File: config.mk
export PLATFORM = sky130hd
export DESIGN_NAME = mem_wb_stage_flat
export DESIGN_NICKNAME = d
export VERILOG_FILES = /design/src/rtl/mem_wb_stage_pkg.sv /design/src/rtl/mem_wb_stage_if.sv /design/src/rtl/mem_wb_stage_data_mem.sv /design/src/rtl/mem_wb_stage.sv /design/src/flat_wrapper.sv
export SDC_FILE = /design/constraint.sdc
export NUM_CORES = 2
export LEC_CHECK = 0
export CAP_MARGIN = 20
export CELL_PAD_IN_SITES_DETAIL_PLACEMENT = 0
export CELL_PAD_IN_SITES_GLOBAL_PLACEMENT = 1
export CORE_ASPECT_RATIO = 1.1
export CORE_MARGIN = 1
export CORE_UTILIZATION = 29
export CTS_BUF_LIST = sky130_fd_sc_hd__clkbuf_16
export CTS_CLUSTER_DIAMETER = 50
export DETAILED_ROUTE_END_ITERATION = 7
export GPL_TIMING_DRIVEN = 0
export PLACE_DENSITY = 0.43
export SLEW_MARGIN = 10
export SYNTH_ARGS = -nofsm -noshare
export SYNTH_HDL_FRONTEND = slang
export SYNTH_SLANG_ARGS = --single-unit
File: constraint.sdc
create_clock -name clk -period 7.02 [get_ports clk]
set_clock_uncertainty 0.1 [all_clocks]
set_input_delay 1.404 -clock clk [delete_from_list [all_inputs] [get_ports clk]]
set_output_delay 1.404 -clock clk [all_outputs]
set_load 0.05 [all_outputs]
File: src/rtl/mem_wb_stage_pkg.sv
// Shared widths, FSM state encoding and bubble constants for the MEM/WB stage.
package mem_wb_stage_pkg;

    localparam int unsigned DATA_W = 8;
    localparam int unsigned REG_W  = 3;

    typedef enum logic {
        IDLE = 1'b0,
        BUSY = 1'b1
    } state_t;

    localparam logic              BUBBLE_REGWR = 1'b0;
    localparam logic [DATA_W-1:0] BUBBLE_DATA  = '0;
    localparam logic [REG_W-1:0]  BUBBLE_RD    = '0;

endpackage

File: src/rtl/mem_wb_stage_if.sv
// EXE/MEM operand inputs, stall back-pressure and MEM/WB write-back outputs.
interface mem_wb_stage_if;
    import mem_wb_stage_pkg::*;

    logic              regWr_IN;
    logic              memWr_IN;
    logic              memRd_IN;
    logic [DATA_W-1:0] aluRes_IN;
    logic [DATA_W-1:0] memWrData_IN;
    logic [REG_W-1:0]  rd_IN;
    logic              stall_OUT;
    logic              regWr_OUT;
    logic [DATA_W-1:0] wbData_OUT;
    logic [REG_W-1:0]  rd_OUT;

    modport master (
        output regWr_IN, memWr_IN, memRd_IN, aluRes_IN, memWrData_IN, rd_IN,
        input  stall_OUT, regWr_OUT, wbData_OUT, rd_OUT
    );

    modport slave (
        input  regWr_IN, memWr_IN, memRd_IN, aluRes_IN, memWrData_IN, rd_IN,
        output stall_OUT, regWr_OUT, wbData_OUT, rd_OUT
    );

endinterface

File: src/rtl/mem_wb_stage_data_mem.sv
// Data memory: synchronous write, combinational read; contents survive reset.
module data_mem
    import mem_wb_stage_pkg::*;
#(
    parameter int unsigned ADDR_W = 8
) (
    input  logic              clk,
    input  logic              i_we,
    input  logic [ADDR_W-1:0] i_addr,
    input  logic [DATA_W-1:0] i_wdata,
    output logic [DATA_W-1:0] o_rdata
);

    logic [DATA_W-1:0] r_mem [2**ADDR_W] = '{default: '0};

    always_ff @(posedge clk) begin
        if (i_we) begin
            r_mem[i_addr] <= i_wdata;
        end
    end

    assign o_rdata = r_mem[i_addr];

endmodule

File: src/rtl/mem_wb_stage.sv
// MEM stage with multi-cycle data memory access and the MEM/WB pipeline register.
module mem_wb_stage
    import mem_wb_stage_pkg::*;
#(
    parameter int unsigned MEM_LATENCY = 2,
    parameter int unsigned ADDR_W      = 8
) (
    input  logic          clk,
    input  logic          rst,
    mem_wb_stage_if.slave bus
);

    localparam int unsigned    CNT_W    = $clog2(MEM_LATENCY) + 1;
    localparam logic [CNT_W-1:0] CNT_LAST = CNT_W'(MEM_LATENCY - 1);

    state_t             r_state;
    state_t             w_state_nxt;
    logic [CNT_W-1:0]   r_cnt;
    logic [CNT_W-1:0]   w_cnt_nxt;
    logic               w_access;
    logic               w_load;
    logic               w_stall;
    logic               w_complete;
    logic               w_we;
    logic [ADDR_W-1:0]  w_addr;
    logic [DATA_W-1:0]  w_rdata;

    logic               r_regWr;
    logic [DATA_W-1:0]  r_wbData;
    logic [REG_W-1:0]   r_rd;

    assign w_access = bus.memRd_IN | bus.memWr_IN;
    // A combined read+write request behaves as a plain store.
    assign w_load   = bus.memRd_IN & ~bus.memWr_IN;
    assign w_addr   = bus.aluRes_IN[ADDR_W-1:0];
    assign w_we     = w_complete & bus.memWr_IN & ~rst;

    data_mem #(
        .ADDR_W (ADDR_W)
    ) u_data_mem (
        .clk     (clk),
        .i_we    (w_we),
        .i_addr  (w_addr),
        .i_wdata (bus.memWrData_IN),
        .o_rdata (w_rdata)
    );

    always_ff @(posedge clk) begin
        if (rst) begin
            r_state <= IDLE;
            r_cnt   <= '0;
        end else begin
            r_state <= w_state_nxt;
            r_cnt   <= w_cnt_nxt;
        end
    end

    always_comb begin
        w_state_nxt = r_state;
        w_cnt_nxt   = r_cnt;
        w_stall     = 1'b0;
        w_complete  = 1'b0;
        unique case (r_state)
            IDLE: begin
                if (w_access) begin
                    if (MEM_LATENCY == 1) begin
                        w_complete = 1'b1;
                    end else begin
                        w_stall     = 1'b1;
                        w_state_nxt = BUSY;
                        w_cnt_nxt   = CNT_W'(1);
                    end
                end
            end
            BUSY: begin
                if (r_cnt < CNT_LAST) begin
                    w_stall   = 1'b1;
                    w_cnt_nxt = r_cnt + CNT_W'(1);
                end else begin
                    w_complete  = 1'b1;
                    w_state_nxt = IDLE;
                    w_cnt_nxt   = '0;
                end
            end
            default: begin
                w_state_nxt = IDLE;
                w_cnt_nxt   = '0;
            end
        endcase
    end

    // Stalled cycles push a bubble; otherwise the instruction retires into MEM/WB.
    always_ff @(posedge clk) begin
        if (rst) begin
            r_regWr  <= 1'b0;
            r_wbData <= '0;
            r_rd     <= '0;
        end else if (w_stall) begin
            r_regWr  <= BUBBLE_REGWR;
            r_wbData <= BUBBLE_DATA;
            r_rd     <= BUBBLE_RD;
        end else begin
            r_regWr  <= bus.regWr_IN;
            r_wbData <= w_load ? w_rdata : bus.aluRes_IN;
            r_rd     <= bus.rd_IN;
        end
    end

    assign bus.stall_OUT  = w_stall;
    assign bus.regWr_OUT  = r_regWr;
    assign bus.wbData_OUT = r_wbData;
    assign bus.rd_OUT     = r_rd;

endmodule

File: src/flat_wrapper.sv
// flat-port wrapper written by rule: the top's interface ports become plain ports
module mem_wb_stage_flat import mem_wb_stage_pkg::*;
#(
    parameter int unsigned MEM_LATENCY = 2,
    parameter int unsigned ADDR_W      = 8
)
  (clk, rst, bus_regWr_IN, bus_memWr_IN, bus_memRd_IN, bus_aluRes_IN, bus_memWrData_IN, bus_rd_IN, bus_stall_OUT, bus_regWr_OUT, bus_wbData_OUT, bus_rd_OUT);
  mem_wb_stage_if bus_i ();
  input  logic clk;
  input  logic rst;
  input wire logic [$bits(bus_i.regWr_IN)-1:0] bus_regWr_IN;
  input wire logic [$bits(bus_i.memWr_IN)-1:0] bus_memWr_IN;
  input wire logic [$bits(bus_i.memRd_IN)-1:0] bus_memRd_IN;
  input wire logic [$bits(bus_i.aluRes_IN)-1:0] bus_aluRes_IN;
  input wire logic [$bits(bus_i.memWrData_IN)-1:0] bus_memWrData_IN;
  input wire logic [$bits(bus_i.rd_IN)-1:0] bus_rd_IN;
  output wire logic [$bits(bus_i.stall_OUT)-1:0] bus_stall_OUT;
  output wire logic [$bits(bus_i.regWr_OUT)-1:0] bus_regWr_OUT;
  output wire logic [$bits(bus_i.wbData_OUT)-1:0] bus_wbData_OUT;
  output wire logic [$bits(bus_i.rd_OUT)-1:0] bus_rd_OUT;
  assign bus_i.regWr_IN = bus_regWr_IN;
  assign bus_i.memWr_IN = bus_memWr_IN;
  assign bus_i.memRd_IN = bus_memRd_IN;
  assign bus_i.aluRes_IN = bus_aluRes_IN;
  assign bus_i.memWrData_IN = bus_memWrData_IN;
  assign bus_i.rd_IN = bus_rd_IN;
  assign bus_stall_OUT = bus_i.stall_OUT;
  assign bus_regWr_OUT = bus_i.regWr_OUT;
  assign bus_wbData_OUT = bus_i.wbData_OUT;
  assign bus_rd_OUT = bus_i.rd_OUT;
  mem_wb_stage #(.MEM_LATENCY(MEM_LATENCY), .ADDR_W(ADDR_W)) u_core (.clk(clk), .rst(rst), .bus(bus_i));
endmodule
==> run summary <==
• **result of the run** finished with violations
• **failing checks** negative setup slack
• **area of the die** 280,000 um2
• **PnR Total Power** 29.2 mW
• **Worst-path clk slew** 0.05 ns
• **starting density of the core** 29.2%
• **cts bufs inserted** 276
• **DR DRC count** 0
• **combined area of all synthesized cells** 80,500 um2
• **number of flip-flops and latches in the synthesized netlist** 2,063
• **share of synthesized area occupied by flip-flops and latches** 76.8%
• **core outline area** 276,000 um2
• **global-route wire length before repair** 472,000 um
• **CTS Root Buffer Type** sky130_fd_sc_hd__clkbuf_16
• **Clock H-tree levels** 5
• **Req. time, crit path** 7.42 ns
• **commonest register cell after synthesis** sky130_fd_sc_hd__edfxtp_1
• **destination of the worst register-to-register timing path** u_core.u_data_mem.r_mem[202][6]$_DFFE_PP_
• **initial antenna violation count** 42
• **Tightest Pin Transition** 1.41 ns
• **Bufs on Longest Clock Path** 4
• **total count of max-transition violations in the final report** 0
• **total half-perimeter wirelength after legalization and detailed placement** 248,000 um
• **finished layout cell area** 95,700 um2
• **detailed-route via count** 44,900
• **commonest non-fill, non-tap cell in the layout** sky130_fd_sc_hd__edfxtp_1
• **RePlAce Congestion** 0.915
• **instance count of the mapped netlist** 3,870
• **Die Span Y** 555 um
• **maximum clock frequency** 141 MHz
• **number of top-level design ports** 37
• **max cap viols** 0
• **element type at the critical path start** input port
• **headroom to the max-slew limit** 5.93%
• **Setup crit end kind** flop
• **vias per std cell** 5.52
• **Sum Neg Setup Slack** -6.93 ns
• **worst min path class** reg -> reg
• **die width** 504 um
• **reg-to-reg setup timing slack** 2.32 ns
• **portion of synthesized cell area occupied by the leading cell type** 76.4%
• **hold bufs inserted after CTS** 0
• **Mapped Nets** 3,896
• **post-placement cell area** 86,900 um2
• **cell taking the most area after synthesis** sky130_fd_sc_hd__edfxtp_1
• **P_leak** 30.1 nW
• **WHS Path Cells** 2
• **count of unique library cells instantiated by Yosys** 70
• **Setup Crit Path Kind** in -> reg
• **cell count of the worst reg-to-reg path** 9
• **post-cts gate resize count** 1
• **RR Startpoint** u_core.r_cnt[0]$_SDFFE_PP0P_
• **post-synthesis to final-layout area growth** 18.9%
• **violation count after the first detailed-routing iteration** 6,536
• **routed wire length** 371,000 um
• **part of the cycle the worst path needs** 101%
• **Hold Violations, Final** 0
• **overall routing resource usage** 26.1%
• **PnR worst setup slack** -0.0906 ns
• **proportion of layout cells with a drive suffix above 1** 26.3%
• **time the worst path needs with I/O delays and setup** 7.11 ns
• **routed length per instance** 45.5 um
• **count of nets after finishing** 4,279
• **pin count of the biggest net entering global routing** 125
• **Max rail drop VDD** 174 uV
• **setup fix buffers added after clock tree synthesis** 0
• **commonest cells after routing, fill and taps aside** 2,048 x sky130_fd_sc_hd__edfxtp_1, 477 x sky130_fd_sc_hd__mux4_2, 292 x sky130_fd_sc_hd__nor2_1
• **Placement Rows** 202
• **total of buffers placed on input and output ports** 33
• **Yosys warning count** 0
• **count of antenna-violating nets left after detailed routing** 0
• **maximum fanout along the worst path** 10
• **origin of the worst min-delay path** u_core.r_state$_SDFF_PP0_
• **clock tree from TritonCTS** built
• **number of setup violations in the final report** 145
• **setup repair after global routing missed its margin** false
• **main area contributors after synthesis** sky130_fd_sc_hd__edfxtp_1 76%, sky130_fd_sc_hd__mux4_2 13%, sky130_fd_sc_hd__mux2i_1 2.2%
• **count of flip-flops with a built-in enable after synthesis** 2,048
• **overall overflow remaining after global route** 0
• **async set or reset register ratio after synthesis** 0%
• **worst-skew pair later-pin latency** 0.87 ns
• **power density cells** 305 nW/um2
• **via count of the first global-routing pass** 43,700
• **1st-pass router iterations** 6
• **worst min-delay path endpoint** u_core.r_cnt[0]$_SDFFE_PP0P_
• **average cell area after synthesis** 20.8 um2
• **clock sinks** 2,063
• **Critical Path AT** 7.51 ns
-- synth_stat cells (11+ instances only) --
master                     instances
sky130_fd_sc_hd__o22ai_1          30
sky130_fd_sc_hd__nor2b_1          26
sky130_fd_sc_hd__mux2i_1         180
sky130_fd_sc_hd__a32oi_1          25
sky130_fd_sc_hd__mux4_2          477
sky130_fd_sc_hd__a22oi_1          37
sky130_fd_sc_hd__nor2_1          301
sky130_fd_sc_hd__nand2_1         182
sky130_fd_sc_hd__nand3_1          43
sky130_fd_sc_hd__o211ai_1         15
sky130_fd_sc_hd__buf_2            69
sky130_fd_sc_hd__a31oi_1          19
sky130_fd_sc_hd__clkbuf_1         89
sky130_fd_sc_hd__a211oi_1         11
sky130_fd_sc_hd__nor3_1           19
sky130_fd_sc_hd__buf_4            30
sky130_fd_sc_hd__o21ai_0          34
sky130_fd_sc_hd__edfxtp_1       2048
sky130_fd_sc_hd__o21ai_1          11
sky130_fd_sc_hd__dfxtp_1          15
sky130_fd_sc_hd__a21oi_1          25
sky130_fd_sc_hd__buf_6            39
-- logic make-up after synthesis --
family                     after synthesis  share of synthesized area [%]
muxes                                  660                           15.6
buffers and inverters                  247                           1.85
AOI/OAI and AO/OA                      278                           2.48
adders and majority gates                2                         0.0311
and+or+nand+nor                        620                           3.26
DFF                                   2063                           76.8
-- final cells by class --
| cell class | count | area, um2 |
|---|---|---|
| buffer | 243 | 1540 |
| antenna | 10 | 25.0 |
| sequential | 2063 | 61800 |
| timing repair buffer | 105 | 1740 |
| clock buffer | 283 | 7080 |
| fill | 25900 | 180000 |
| tap | 3672 | 4590 |
| clock inverter | 201 | 1660 |
| multi-input combinational | 1560 | 17300 |
| inverter | 4 | 15.0 |
-- routing by layer --
layer  track usage [%]  wire length [um]
met5                 0                25
met4              10.8             16300
met3              4.48             26100
met2              41.9            175000
met1              35.0            153000
-- power by group --
part / switching [mW] / internal (mW) / total, mW
clock: 5.71 / 8.02 / 13.7
sequential: 0.00242 / 13.5 / 13.5
combinational: 1.41 / 0.484 / 1.89
-- registers in the layout, indices dropped and copies added, names as in the netlist --
name / flops
u_core.bus.regWr_OUT: 1
u_core.r_cnt: 2
u_core.bus.wbData_OUT: 8
u_core.u_data_mem.r_mem: 2048
u_core.r_state: 1
u_core.bus.rd_OUT: 3
-- worst max path at each step --
stage / from / to / slack (ns) / depth (start not counted)
after CTS: bus_aluRes_IN[3] / u_core.u_data_mem.r_mem[179][4]$_DFFE_PP_ / 0.10 / 10
after global routing: bus_aluRes_IN[3] / u_core.u_data_mem.r_mem[115][2]$_DFFE_PP_ / 0.12 / 10
final: bus_aluRes_IN[3] / u_core.u_data_mem.r_mem[160][3]$_DFFE_PP_ / -0.09 / 10
after floorplan: bus_aluRes_IN[1] / u_core.u_data_mem.r_mem[220][0]$_DFFE_PP_ / 3.02 / 10
after global placement: bus_memWrData_IN[4] / u_core.u_data_mem.r_mem[56][4]$_DFFE_PP_ / -4.63 / 1
after detailed placement: bus_aluRes_IN[3] / u_core.u_data_mem.r_mem[179][6]$_DFFE_PP_ / -1.12 / 10
-- per-stage QoR --
stage,utilization (%),setup WS (ns),hold WS [ns],std cells
2_1_floorplan,-,3.02,0.428,3870
3_3_place_gp,31.0,-4.63,0.495,7575
3_5_place_dp,31.5,-1.12,0.476,7640
4_1_cts,34.7,0.105,0.470,8124
5_1_grt,34.7,0.124,0.497,8132
6_report,34.7,-0.0906,0.486,8141
-- critical path, stage by stage --
cell                              delay (ns)
sky130_fd_sc_hd__clkdlybuf4s50_1        0.70
sky130_fd_sc_hd__buf_2                  0.43
sky130_fd_sc_hd__buf_2                  0.47
sky130_fd_sc_hd__buf_2                  0.65
sky130_fd_sc_hd__buf_2                  0.81
sky130_fd_sc_hd__buf_4                  0.60
sky130_fd_sc_hd__nor2_1                 0.19
sky130_fd_sc_hd__nand2_1                0.80
sky130_fd_sc_hd__clkbuf_2               0.83
sky130_fd_sc_hd__nor2_1                 0.46
(Power assumes the default switching activity.)
